[config.mk]
export PLATFORM = sky130hd
export DESIGN_NAME = mem_arbiter_flat
export DESIGN_NICKNAME = d
export VERILOG_FILES = /design/src/rtl/mem_arb_pkg.sv /design/src/rtl/mem_arbiter_if.sv /design/src/rtl/mem_arbiter_rr_arbiter2.sv /design/src/rtl/mem_arbiter.sv /design/src/flat_wrapper.sv
export SDC_FILE = /design/constraint.sdc
export NUM_CORES = 1
export LEC_CHECK = 0
export ABC_CLOCK_PERIOD_IN_PS = 5750
export BUFFER_PORTS_ARGS = -buffer_cell sky130_fd_sc_hd__buf_4
export CAP_MARGIN = 0
export CORE_ASPECT_RATIO = 0.9
export CORE_MARGIN = 4
export CORE_UTILIZATION = 35
export DETAILED_ROUTE_END_ITERATION = 16
export GPL_TIMING_DRIVEN = 0
export HOLD_SLACK_MARGIN = 0.06
export MAX_ROUTING_LAYER = met4
export PLACE_DENSITY_LB_ADDON = 0.15
export SLEW_MARGIN = 10
export SYNTH_ARGS = -nofsm -noshare
export SYNTH_HDL_FRONTEND = slang
export SYNTH_SLANG_ARGS = --single-unit
[constraint.sdc]
create_clock -name clk -period 5.75 [get_ports clk]
set_clock_uncertainty 0.15 [all_clocks]
set_input_delay 0.575 -clock clk [delete_from_list [all_inputs] [get_ports clk]]
set_output_delay 0.575 -clock clk [all_outputs]
set_load 0.1 [all_outputs]
[src/rtl/mem_arb_pkg.sv]
// mem_arb_pkg: shared definitions for the two-port memory arbiter.
//   - FSM state encoding for the command sequencer
//   - default memory address/data widths
//   - port index constants used by the grant logic and owner tracking
package mem_arb_pkg;

   localparam int ADDR_W_DEF = 16;
   localparam int DATA_W_DEF = 32;

   localparam logic PORT0 = 1'b0;
   localparam logic PORT1 = 1'b1;

   typedef enum logic [1:0] {
      ST_IDLE    = 2'd0,
      ST_ISSUE   = 2'd1,
      ST_CAPTURE = 2'd2,
      ST_RESP    = 2'd3
   } state_t;

endpackage

[src/rtl/mem_arbiter_if.sv]
// mem_arbiter_if: bundle of the two requester ports and the memory-side bus.
//   req0_* / req1_* : valid/rwn/addr/wdata in, ready/rvalid/rdata out (port0 = ifetch, port1 = lsu)
//   mem_*           : start/rwn/address/data_in towards memory, data_out back from memory
// Modports:
//   slave  - the arbiter
//   master - the environment (requesters plus memory)
interface mem_arbiter_if import mem_arb_pkg::*; #(
   parameter int ADDR_W = ADDR_W_DEF,
   parameter int DATA_W = DATA_W_DEF
) ();

   logic              req0_valid;
   logic              req0_rwn;
   logic [ADDR_W-1:0] req0_addr;
   logic [DATA_W-1:0] req0_wdata;
   logic              req0_ready;
   logic              req0_rvalid;
   logic [DATA_W-1:0] req0_rdata;

   logic              req1_valid;
   logic              req1_rwn;
   logic [ADDR_W-1:0] req1_addr;
   logic [DATA_W-1:0] req1_wdata;
   logic              req1_ready;
   logic              req1_rvalid;
   logic [DATA_W-1:0] req1_rdata;

   logic              mem_start;
   logic              mem_rwn;
   logic [ADDR_W-1:0] mem_address;
   logic [DATA_W-1:0] mem_data_in;
   logic [DATA_W-1:0] mem_data_out;

   modport slave (
      input  req0_valid, req0_rwn, req0_addr, req0_wdata,
      output req0_ready, req0_rvalid, req0_rdata,
      input  req1_valid, req1_rwn, req1_addr, req1_wdata,
      output req1_ready, req1_rvalid, req1_rdata,
      output mem_start, mem_rwn, mem_address, mem_data_in,
      input  mem_data_out
   );

   modport master (
      output req0_valid, req0_rwn, req0_addr, req0_wdata,
      input  req0_ready, req0_rvalid, req0_rdata,
      output req1_valid, req1_rwn, req1_addr, req1_wdata,
      input  req1_ready, req1_rvalid, req1_rdata,
      input  mem_start, mem_rwn, mem_address, mem_data_in,
      output mem_data_out
   );

endinterface

[src/rtl/mem_arbiter_rr_arbiter2.sv]
// rr_arbiter2: two-input grant logic for the memory arbiter.
// Ports:
//   clk, reset   clock and asynchronous active-high reset
//   req_i[1:0]   request valids, bit N = port N
//   accept_i     a grant is being taken this cycle
//   gnt_vld_o    at least one request present
//   gnt_o        granted port index (PORT0/PORT1)
// Build option ARB_FIXED_PRIO_EN: when defined, port0 always wins ties and no
// last_grant state exists. Default is round-robin on ties.
module rr_arbiter2 import mem_arb_pkg::*; (
   input  logic       clk,
   input  logic       reset,
   input  logic [1:0] req_i,
   input  logic       accept_i,
   output logic       gnt_vld_o,
   output logic       gnt_o
);

   assign gnt_vld_o = |req_i;

`ifdef ARB_FIXED_PRIO_EN
   logic unused_fixed;
   assign unused_fixed = &{1'b0, clk, reset, accept_i};

   always_comb begin
      gnt_o = req_i[0] ? PORT0 : PORT1;
   end
`else
   logic last_grant_q;
   logic last_grant_d;

   // Toggles on every accept; a tie goes to the port opposite last_grant.
   assign last_grant_d = accept_i ? ~last_grant_q : last_grant_q;

   always_ff @(posedge clk or posedge reset) begin
      if (reset) begin
         last_grant_q <= PORT1;
      end else begin
         last_grant_q <= last_grant_d;
      end
   end

   always_comb begin
      gnt_o = PORT0;
      if (&req_i) begin
         gnt_o = ~last_grant_q;
      end else if (req_i[1]) begin
         gnt_o = PORT1;
      end
   end
`endif

endmodule

[src/rtl/mem_arbiter.sv]
// mem_arbiter: serialises read/write commands from two requesters onto a
// single-port synchronous memory and routes read data back to the owner.
// Ports:
//   clk    system clock, rising edge
//   reset  asynchronous, active-high; drops any in-flight command
//   bus    mem_arbiter_if.slave (requester handshakes and memory bus)
// Latency: accept at T, mem_start at T+1, rvalid at T+3.
// Build option ARB_FIXED_PRIO_EN selects fixed port0 priority in rr_arbiter2.
//
// state      | meaning
// -----------+------------------------------------------------------
// ST_IDLE    | waiting; ready pulses to the granted port on accept
// ST_ISSUE   | mem_start high, command regs drive the memory
// ST_CAPTURE | memory read data loaded into owner's rdata register
// ST_RESP    | rvalid high for the owner
module mem_arbiter import mem_arb_pkg::*; #(
   parameter int ADDR_W = ADDR_W_DEF,
   parameter int DATA_W = DATA_W_DEF
) (
   input  logic          clk,
   input  logic          reset,
   mem_arbiter_if.slave  bus
);

   state_t            state_q;
   logic              mem_start_q;
   logic              mem_rwn_q;
   logic [ADDR_W-1:0] mem_address_q;
   logic [DATA_W-1:0] mem_data_in_q;
   logic              owner_q;
   logic              rvalid0_q;
   logic              rvalid1_q;
   logic [DATA_W-1:0] rdata0_q;
   logic [DATA_W-1:0] rdata1_q;

   logic [1:0]        req_vld;
   logic              gnt_vld;
   logic              gnt_port;
   logic              accept;
   logic              sel_rwn;
   logic [ADDR_W-1:0] sel_addr;
   logic [DATA_W-1:0] sel_wdata;

   assign req_vld = {bus.req1_valid, bus.req0_valid};
   assign accept  = (state_q == ST_IDLE) && gnt_vld;

   rr_arbiter2 u_arb (
      .clk       (clk),
      .reset     (reset),
      .req_i     (req_vld),
      .accept_i  (accept),
      .gnt_vld_o (gnt_vld),
      .gnt_o     (gnt_port)
   );

   assign sel_rwn   = (gnt_port == PORT1) ? bus.req1_rwn   : bus.req0_rwn;
   assign sel_addr  = (gnt_port == PORT1) ? bus.req1_addr  : bus.req0_addr;
   assign sel_wdata = (gnt_port == PORT1) ? bus.req1_wdata : bus.req0_wdata;

   assign bus.req0_ready = accept && (gnt_port == PORT0);
   assign bus.req1_ready = accept && (gnt_port == PORT1);

   // The memory-side registers double as the latched command.
   always_ff @(posedge clk or posedge reset) begin
      if (reset) begin
         state_q       <= ST_IDLE;
         mem_start_q   <= 1'b0;
         mem_rwn_q     <= 1'b1;
         mem_address_q <= '0;
         mem_data_in_q <= '0;
         owner_q       <= PORT0;
         rvalid0_q     <= 1'b0;
         rvalid1_q     <= 1'b0;
         rdata0_q      <= '0;
         rdata1_q      <= '0;
      end else begin
         case (state_q)
            ST_IDLE: begin
               if (accept) begin
                  mem_start_q   <= 1'b1;
                  mem_rwn_q     <= sel_rwn;
                  mem_address_q <= sel_addr;
                  mem_data_in_q <= sel_wdata;
                  owner_q       <= gnt_port;
                  state_q       <= ST_ISSUE;
               end
            end
            ST_ISSUE: begin
               mem_start_q <= 1'b0;
               state_q     <= mem_rwn_q ? ST_CAPTURE : ST_IDLE;
            end
            ST_CAPTURE: begin
               if (owner_q == PORT1) begin
                  rdata1_q  <= bus.mem_data_out;
                  rvalid1_q <= 1'b1;
               end else begin
                  rdata0_q  <= bus.mem_data_out;
                  rvalid0_q <= 1'b1;
               end
               state_q <= ST_RESP;
            end
            ST_RESP: begin
               rvalid0_q <= 1'b0;
               rvalid1_q <= 1'b0;
               state_q   <= ST_IDLE;
            end
            default: begin
               state_q <= ST_IDLE;
            end
         endcase
      end
   end

   assign bus.mem_start   = mem_start_q;
   assign bus.mem_rwn     = mem_rwn_q;
   assign bus.mem_address = mem_address_q;
   assign bus.mem_data_in = mem_data_in_q;
   assign bus.req0_rvalid = rvalid0_q;
   assign bus.req1_rvalid = rvalid1_q;
   assign bus.req0_rdata  = rdata0_q;
   assign bus.req1_rdata  = rdata1_q;

endmodule

[src/flat_wrapper.sv]
// flat-port wrapper written by rule: the top's interface ports become plain ports
module mem_arbiter_flat import mem_arb_pkg::*;
#(
   parameter int ADDR_W = ADDR_W_DEF,
   parameter int DATA_W = DATA_W_DEF
)
  (clk, reset, bus_req0_valid, bus_req0_rwn, bus_req0_addr, bus_req0_wdata, bus_req0_ready, bus_req0_rvalid, bus_req0_rdata, bus_req1_valid, bus_req1_rwn, bus_req1_addr, bus_req1_wdata, bus_req1_ready, bus_req1_rvalid, bus_req1_rdata, bus_mem_start, bus_mem_rwn, bus_mem_address, bus_mem_data_in, bus_mem_data_out);
  mem_arbiter_if #(.ADDR_W(ADDR_W), .DATA_W(DATA_W)) bus_i ();
  input  logic clk;
  input  logic reset;
  input wire logic [$bits(bus_i.req0_valid)-1:0] bus_req0_valid;
  input wire logic [$bits(bus_i.req0_rwn)-1:0] bus_req0_rwn;
  input wire logic [$bits(bus_i.req0_addr)-1:0] bus_req0_addr;
  input wire logic [$bits(bus_i.req0_wdata)-1:0] bus_req0_wdata;
  output wire logic [$bits(bus_i.req0_ready)-1:0] bus_req0_ready;
  output wire logic [$bits(bus_i.req0_rvalid)-1:0] bus_req0_rvalid;
  output wire logic [$bits(bus_i.req0_rdata)-1:0] bus_req0_rdata;
  input wire logic [$bits(bus_i.req1_valid)-1:0] bus_req1_valid;
  input wire logic [$bits(bus_i.req1_rwn)-1:0] bus_req1_rwn;
  input wire logic [$bits(bus_i.req1_addr)-1:0] bus_req1_addr;
  input wire logic [$bits(bus_i.req1_wdata)-1:0] bus_req1_wdata;
  output wire logic [$bits(bus_i.req1_ready)-1:0] bus_req1_ready;
  output wire logic [$bits(bus_i.req1_rvalid)-1:0] bus_req1_rvalid;
  output wire logic [$bits(bus_i.req1_rdata)-1:0] bus_req1_rdata;
  output wire logic [$bits(bus_i.mem_start)-1:0] bus_mem_start;
  output wire logic [$bits(bus_i.mem_rwn)-1:0] bus_mem_rwn;
  output wire logic [$bits(bus_i.mem_address)-1:0] bus_mem_address;
  output wire logic [$bits(bus_i.mem_data_in)-1:0] bus_mem_data_in;
  input wire logic [$bits(bus_i.mem_data_out)-1:0] bus_mem_data_out;
  assign bus_i.req0_valid = bus_req0_valid;
  assign bus_i.req0_rwn = bus_req0_rwn;
  assign bus_i.req0_addr = bus_req0_addr;
  assign bus_i.req0_wdata = bus_req0_wdata;
  assign bus_req0_ready = bus_i.req0_ready;
  assign bus_req0_rvalid = bus_i.req0_rvalid;
  assign bus_req0_rdata = bus_i.req0_rdata;
  assign bus_i.req1_valid = bus_req1_valid;
  assign bus_i.req1_rwn = bus_req1_rwn;
  assign bus_i.req1_addr = bus_req1_addr;
  assign bus_i.req1_wdata = bus_req1_wdata;
  assign bus_req1_ready = bus_i.req1_ready;
  assign bus_req1_rvalid = bus_i.req1_rvalid;
  assign bus_req1_rdata = bus_i.req1_rdata;
  assign bus_mem_start = bus_i.mem_start;
  assign bus_mem_rwn = bus_i.mem_rwn;
  assign bus_mem_address = bus_i.mem_address;
  assign bus_mem_data_in = bus_i.mem_data_in;
  assign bus_i.mem_data_out = bus_mem_data_out;
  mem_arbiter #(.ADDR_W(ADDR_W), .DATA_W(DATA_W)) u_core (.clk(clk), .reset(reset), .bus(bus_i));
endmodule
After elaboration in Yosys (flattened, before gate mapping)
Index checks and enable logic that the tools add are counted.
{ "classes": {"shifts": 0, "reduce_logical": 14, "n_div": 0, "n_eq_ne": 6, "n_addsub": 0, "n_lt_le_gt_ge": 0, "mul": 0, "mux": 14, "bitwise": 3} }
{ "op_table": {"columns": ["operator", "n"], "rows": [
  ["32-bit two-way mux", 1],
  ["16-bit two-way mux", 1],
  ["2-bit AND reduction", 7],
  ["2-bit case mux with 4 select lines", 1],
  ["1-bit two-way mux", 6],
  ["1-bit case mux with 2 select lines", 3],
  ["2-bit == test, second input constant", 2],
  ["2-bit two-way mux", 2],
  ["2-bit by 1-bit inequality test with 1-bit output, second input constant", 2],
  ["2-bit nonzero test", 2],
  ["1-bit logical AND", 3],
  ["1-bit inverter", 3],
  ["2-bit by 1-bit == test with 1-bit output, second input constant", 1],
  ["2-bit zero test", 1],
  ["2-bit inequality test, second input constant", 1],
  ["2-bit OR reduction", 1]
]} }
{ "totals": {"word_cells": 48, "ram_bits": 0, "register_bits": 120, "latch_bits": 0, "input_bits": 134, "memories": 0, "mem_bits_ro": 0, "output_inout_bits": 118} }

Logic depth before layout (Yosys ltp)
{ "logic_depth": {"word_depth": 4, "ltp_mapped": 6, "ltp_nobuf": 3} }

Cells and area by module
From an unflattened synthesis, not the netlist that was laid out.
{ "hier_totals": {"cells_unflattened": 324, "hier_area_um2": 5171.2} }
{ "modules_own_cells": {"columns": ["mod", "area_per_inst_um2", "cells_each", "n_inst", "seq_area_each_um2"], "rows": [
  ["mem_arbiter", 5118.7, 319, 1, 2979.1],
  ["rr_arbiter2", 52.6, 5, 1, 26.3]
]} }

Worst setup path after synthesis
Ideal clock, no wire load.
{ "synth_path": {"path_kind": "flip-flop to output port", "start": "register u_core.state_q[0]", "end": "output bus_req0_ready", "t_arrival_ps": 1587, "n_path_buf": 3, "required_ps": 5025, "stages_incl_launch_ff": 6, "setup_slack_ps": 3438, "path_cell_list": "dfrtp_1 -> buf_2 -> nor2_1 -> and3_1 -> clkbuf_1 -> buf_2"} }
{ "synth_between": {"elab_chain_len": 3} }
{ "synth_lines": {"columns": ["element", "line", "rtl"], "rows": [
  ["start: declaration", "mem_arbiter.sv:25", "state_t state_q;"],
  ["start signal: assignment", "mem_arbiter.sv:90", "state_q <= mem_rwn_q ? ST_CAPTURE : ST_IDLE;"],
  ["2-bit zero test", "mem_arbiter.sv:45", "assign accept = (state_q == ST_IDLE) && gnt_vld;"],
  ["1-bit logical AND", "mem_arbiter.sv:45", null],
  ["1-bit logical AND", "mem_arbiter.sv:60", "assign bus.req0_ready = accept && (gnt_port == PORT0);"],
  ["end: declaration", "flat_wrapper.sv:15", "output wire logic [$bits(bus_i.req0_ready)-1:0] bus_req0_ready;"]
]} }
No other way between the ends.

Worst setup path after layout
Same ends and word-level chain as after synthesis.

==> metrics.cfg <==
[clock_network]
cts_made_buffers=17
cts_resized=0
cts_tree=done
clk_latency_ns=0.40
clkSlewWorstSetupHoldPaths_ns=0.06
h-tree-depth=4
post_cts_buffers=0
holdBufCountCts=1
cts.sinks=120
clk_path_buf_depth=2
cts_root_buffer=clkbuf_16

[timing]
final_hold_viol_count=0
final.period_utilization_pct=54.4
slew_headroom_pct=62.4
setup_viol=0
drv_slew=0
worstMarginPinSlew_ns=0.562
fin_setup_tns_ns=0
max_freq_ghz=0.319
fin_crit_ns=3.13
grt_setup_unrepaired=false

[grt]
grt_max_degree=87
grt.total_usage_pct=18.1
grt_remaining_overflow=0
grt_pass1_vias=4171
grt_pass1_wl_um=22100
antenna_found_initial=0

[setup_path]
crit_path_top_delay_cell=nor2_1
cp.required_ns=5.03
start_kind=flop
slowest_delay_ns=0.46
cp.buffers_inverters=4
crit_arrival_ns=2.41
worstPathMaxFanout=10
cp-end-kind=primary output
cp_cell_sequence=buf_2, nor2_1, and3_1, clkbuf_1, buf_2, buf_4
cp_common_cell=buf_2
criticalPathCategory=reg -> out
crit_family=buffers and inverters

[logic_synthesis]
syn_avg_cell_area_um2=14.8
synthesis.area_um2=4980
synth-seq-area-share_pct=60.3
yosys.cell_types.count=24
syn_nets=471
ys_ff_latch=120
synth_warnings=0
syn_inst=337

[placed_design]
place_area_um2=7140
hpwl_um=10800
port_buffers=251
place_inst=782
gp_congestion=0.820

[layout]
fin_util_pct=55.5
fin_area_um2=7770
ff_latch_area_um2=3010
nets=743
instances_no_fill=815
area_growth_pct=55.9
multi_input_area_um2=1810
layout-drive-gt1-share_pct=59.5
diodes=0
n_fill_cell=1205

[run_status]
status=finished, final reports clean

[drt]
drcViolationCount=0
via_count=3962
wl_per_cell_um=17.6
wirelength_um=14300
ant_nets=0
vias_per_cell=4.86
dr.pass1.iters=4
drtIter0Drc=142

[job]
drv_cap=0

[floorplan]
die_area_um2=16200
boundaryPins=252
core_um2=14000
die_w_um=134
die_h_um=121
start_util_pct=35.6
rows=41

[worst_hold_path]
holdCritPathClass=in -> reg

==> metal layers <==
| layer | wire length, µm | vias up | GRT usage (%) |
|---|---|---|---|
| li1 | - | 1824 | - |
| met1 | 6150 | 1957 | 22.3 |
| met2 | 6850 | 171 | 27.8 |
| met3 | 1190 | 10 | 6.97 |
| met4 | 149 | 0 | 5.46 |
| met5 | 0 | - | - |
==> worst paths after layout <==
kind	start	end	slack (ns)	cells after the start
max	u_core.state_q[0]	bus_req0_ready	2.62	6
min	bus_req0_addr[4]	u_core.bus.mem_address[4]	0.24	2
max reg2reg	u_core.state_q[0]	u_core.bus.mem_data_in[25]	3.67	6
min reg2reg	u_core.bus.req0_rdata[11]	u_core.bus.req0_rdata[11]	0.35	1
max in group asynchronous	reset	u_core.bus.mem_rwn	4.14	4
min in group asynchronous	reset	u_core.bus.req1_rdata[22]	0.56	3
==> area by class of cell <==
type / count / share of cell area, %
flip-flops and latches: 120 / 38.7
clock inverters: 11 / 1.88
well taps: 193 / 3.11
inverters: 3 / 0.209
multi-input cells: 183 / 23.3
clock buffers: 21 / 6.06
repair buffers: 253 / 24.7
plain buffers: 31 / 2.05
==> flip-flops by register name (all words and copies together) (netlist names), 16 cells and up, named ones only <==
| signal | flops |
|---|---|
| u_core.bus.req1_rdata | 32 |
| u_core.bus.mem_address | 16 |
| u_core.bus.req0_rdata | 32 |
| u_core.bus.mem_data_in | 32 |
==> placed cells by master, fill, tap and decap left out <==
| cell type | synthesis | layout |
|---|---|---|
| nor2_1 | 3 | 3 |
| nand3_1 | 1 | 1 |
| nand2_1 | 2 | 2 |
| buf_16 | 0 | 1 |
| inv_2 | 1 | 1 |
| a21o_1 | 1 | 1 |
| mux2_2 | 32 | 32 |
| o21ai_0 | 1 | 1 |
| or2_2 | 1 | 1 |
| clkbuf_1 | 12 | 13 |
| mux2_1 | 2 | 2 |
| dfstp_2 | 2 | 2 |
| nand2b_1 | 1 | 1 |
| mux2_4 | 30 | 30 |
| and3_1 | 2 | 2 |
| buf_2 | 16 | 16 |
| clkinvlp_4 | 0 | 2 |
| buf_6 | 3 | 3 |
| clkbuf_16 | 0 | 17 |
| clkinv_2 | 0 | 3 |
| xnor2_1 | 1 | 1 |
| a21oi_1 | 6 | 6 |
| a21boi_0 | 49 | 49 |
| clkinv_4 | 0 | 3 |
| a221o_1 | 49 | 49 |
| inv_1 | 2 | 1 |
| dlygate4sd3_1 | 0 | 1 |
| buf_4 | 0 | 251 |
| nor3_2 | 1 | 1 |
| dfrtp_1 | 118 | 118 |
| or3_1 | 1 | 1 |
| bufinv_16 | 0 | 3 |
| inv_6 | 0 | 1 |
| clkbuf_8 | 0 | 3 |
==> per-stage QoR <==
stage                     hold WS [ns]  setup slack [ns]
after floorplan                  0.324              1.84
after global placement           0.325             0.488
after detailed placement         0.340              2.94
after CTS                        0.225              2.49
after global routing             0.220              2.37
final                            0.245              2.62
==> worst register-to-register path: stages (launching register included) <==
cell,delay [ns]
dfrtp_1,0.35
buf_2,0.16
nor2_1,0.47
and3_1,0.24
clkbuf_1,0.18
buf_2,0.27
a221o_1,0.20
==> Yosys cell counts <==
cell,number,area share [%]
buf_6,3,0.68
or2_2,1,0.13
inv_2,1,0.075
o21ai_0,1,0.10
buf_2,16,1.6
a21o_1,1,0.15
or3_1,1,0.13
dfstp_2,2,1.1
a21oi_1,6,0.60
mux2_1,2,0.45
and3_1,2,0.25
a21boi_0,49,7.4
nand2b_1,1,0.13
nand3_1,1,0.10
nand2_1,2,0.15
nor2_1,3,0.23
a221o_1,49,9.8
xnor2_1,1,0.18
nor3_2,1,0.20
inv_1,2,0.15
clkbuf_1,12,0.90
mux2_2,32,7.2
mux2_4,30,9.0
dfrtp_1,118,59
==> cell families after synthesis <==
group	synth area share [%]
AOI/OAI and AO/OA	18.1
xor gates and xnor gates	0.176
buffers and inverters	3.41
DFF	60.3
muxes	16.7
and+or+nand+nor	1.31
Power is not shown: default switching activity piles up to over one toggle a cycle in this logic, so the estimate is an artifact.
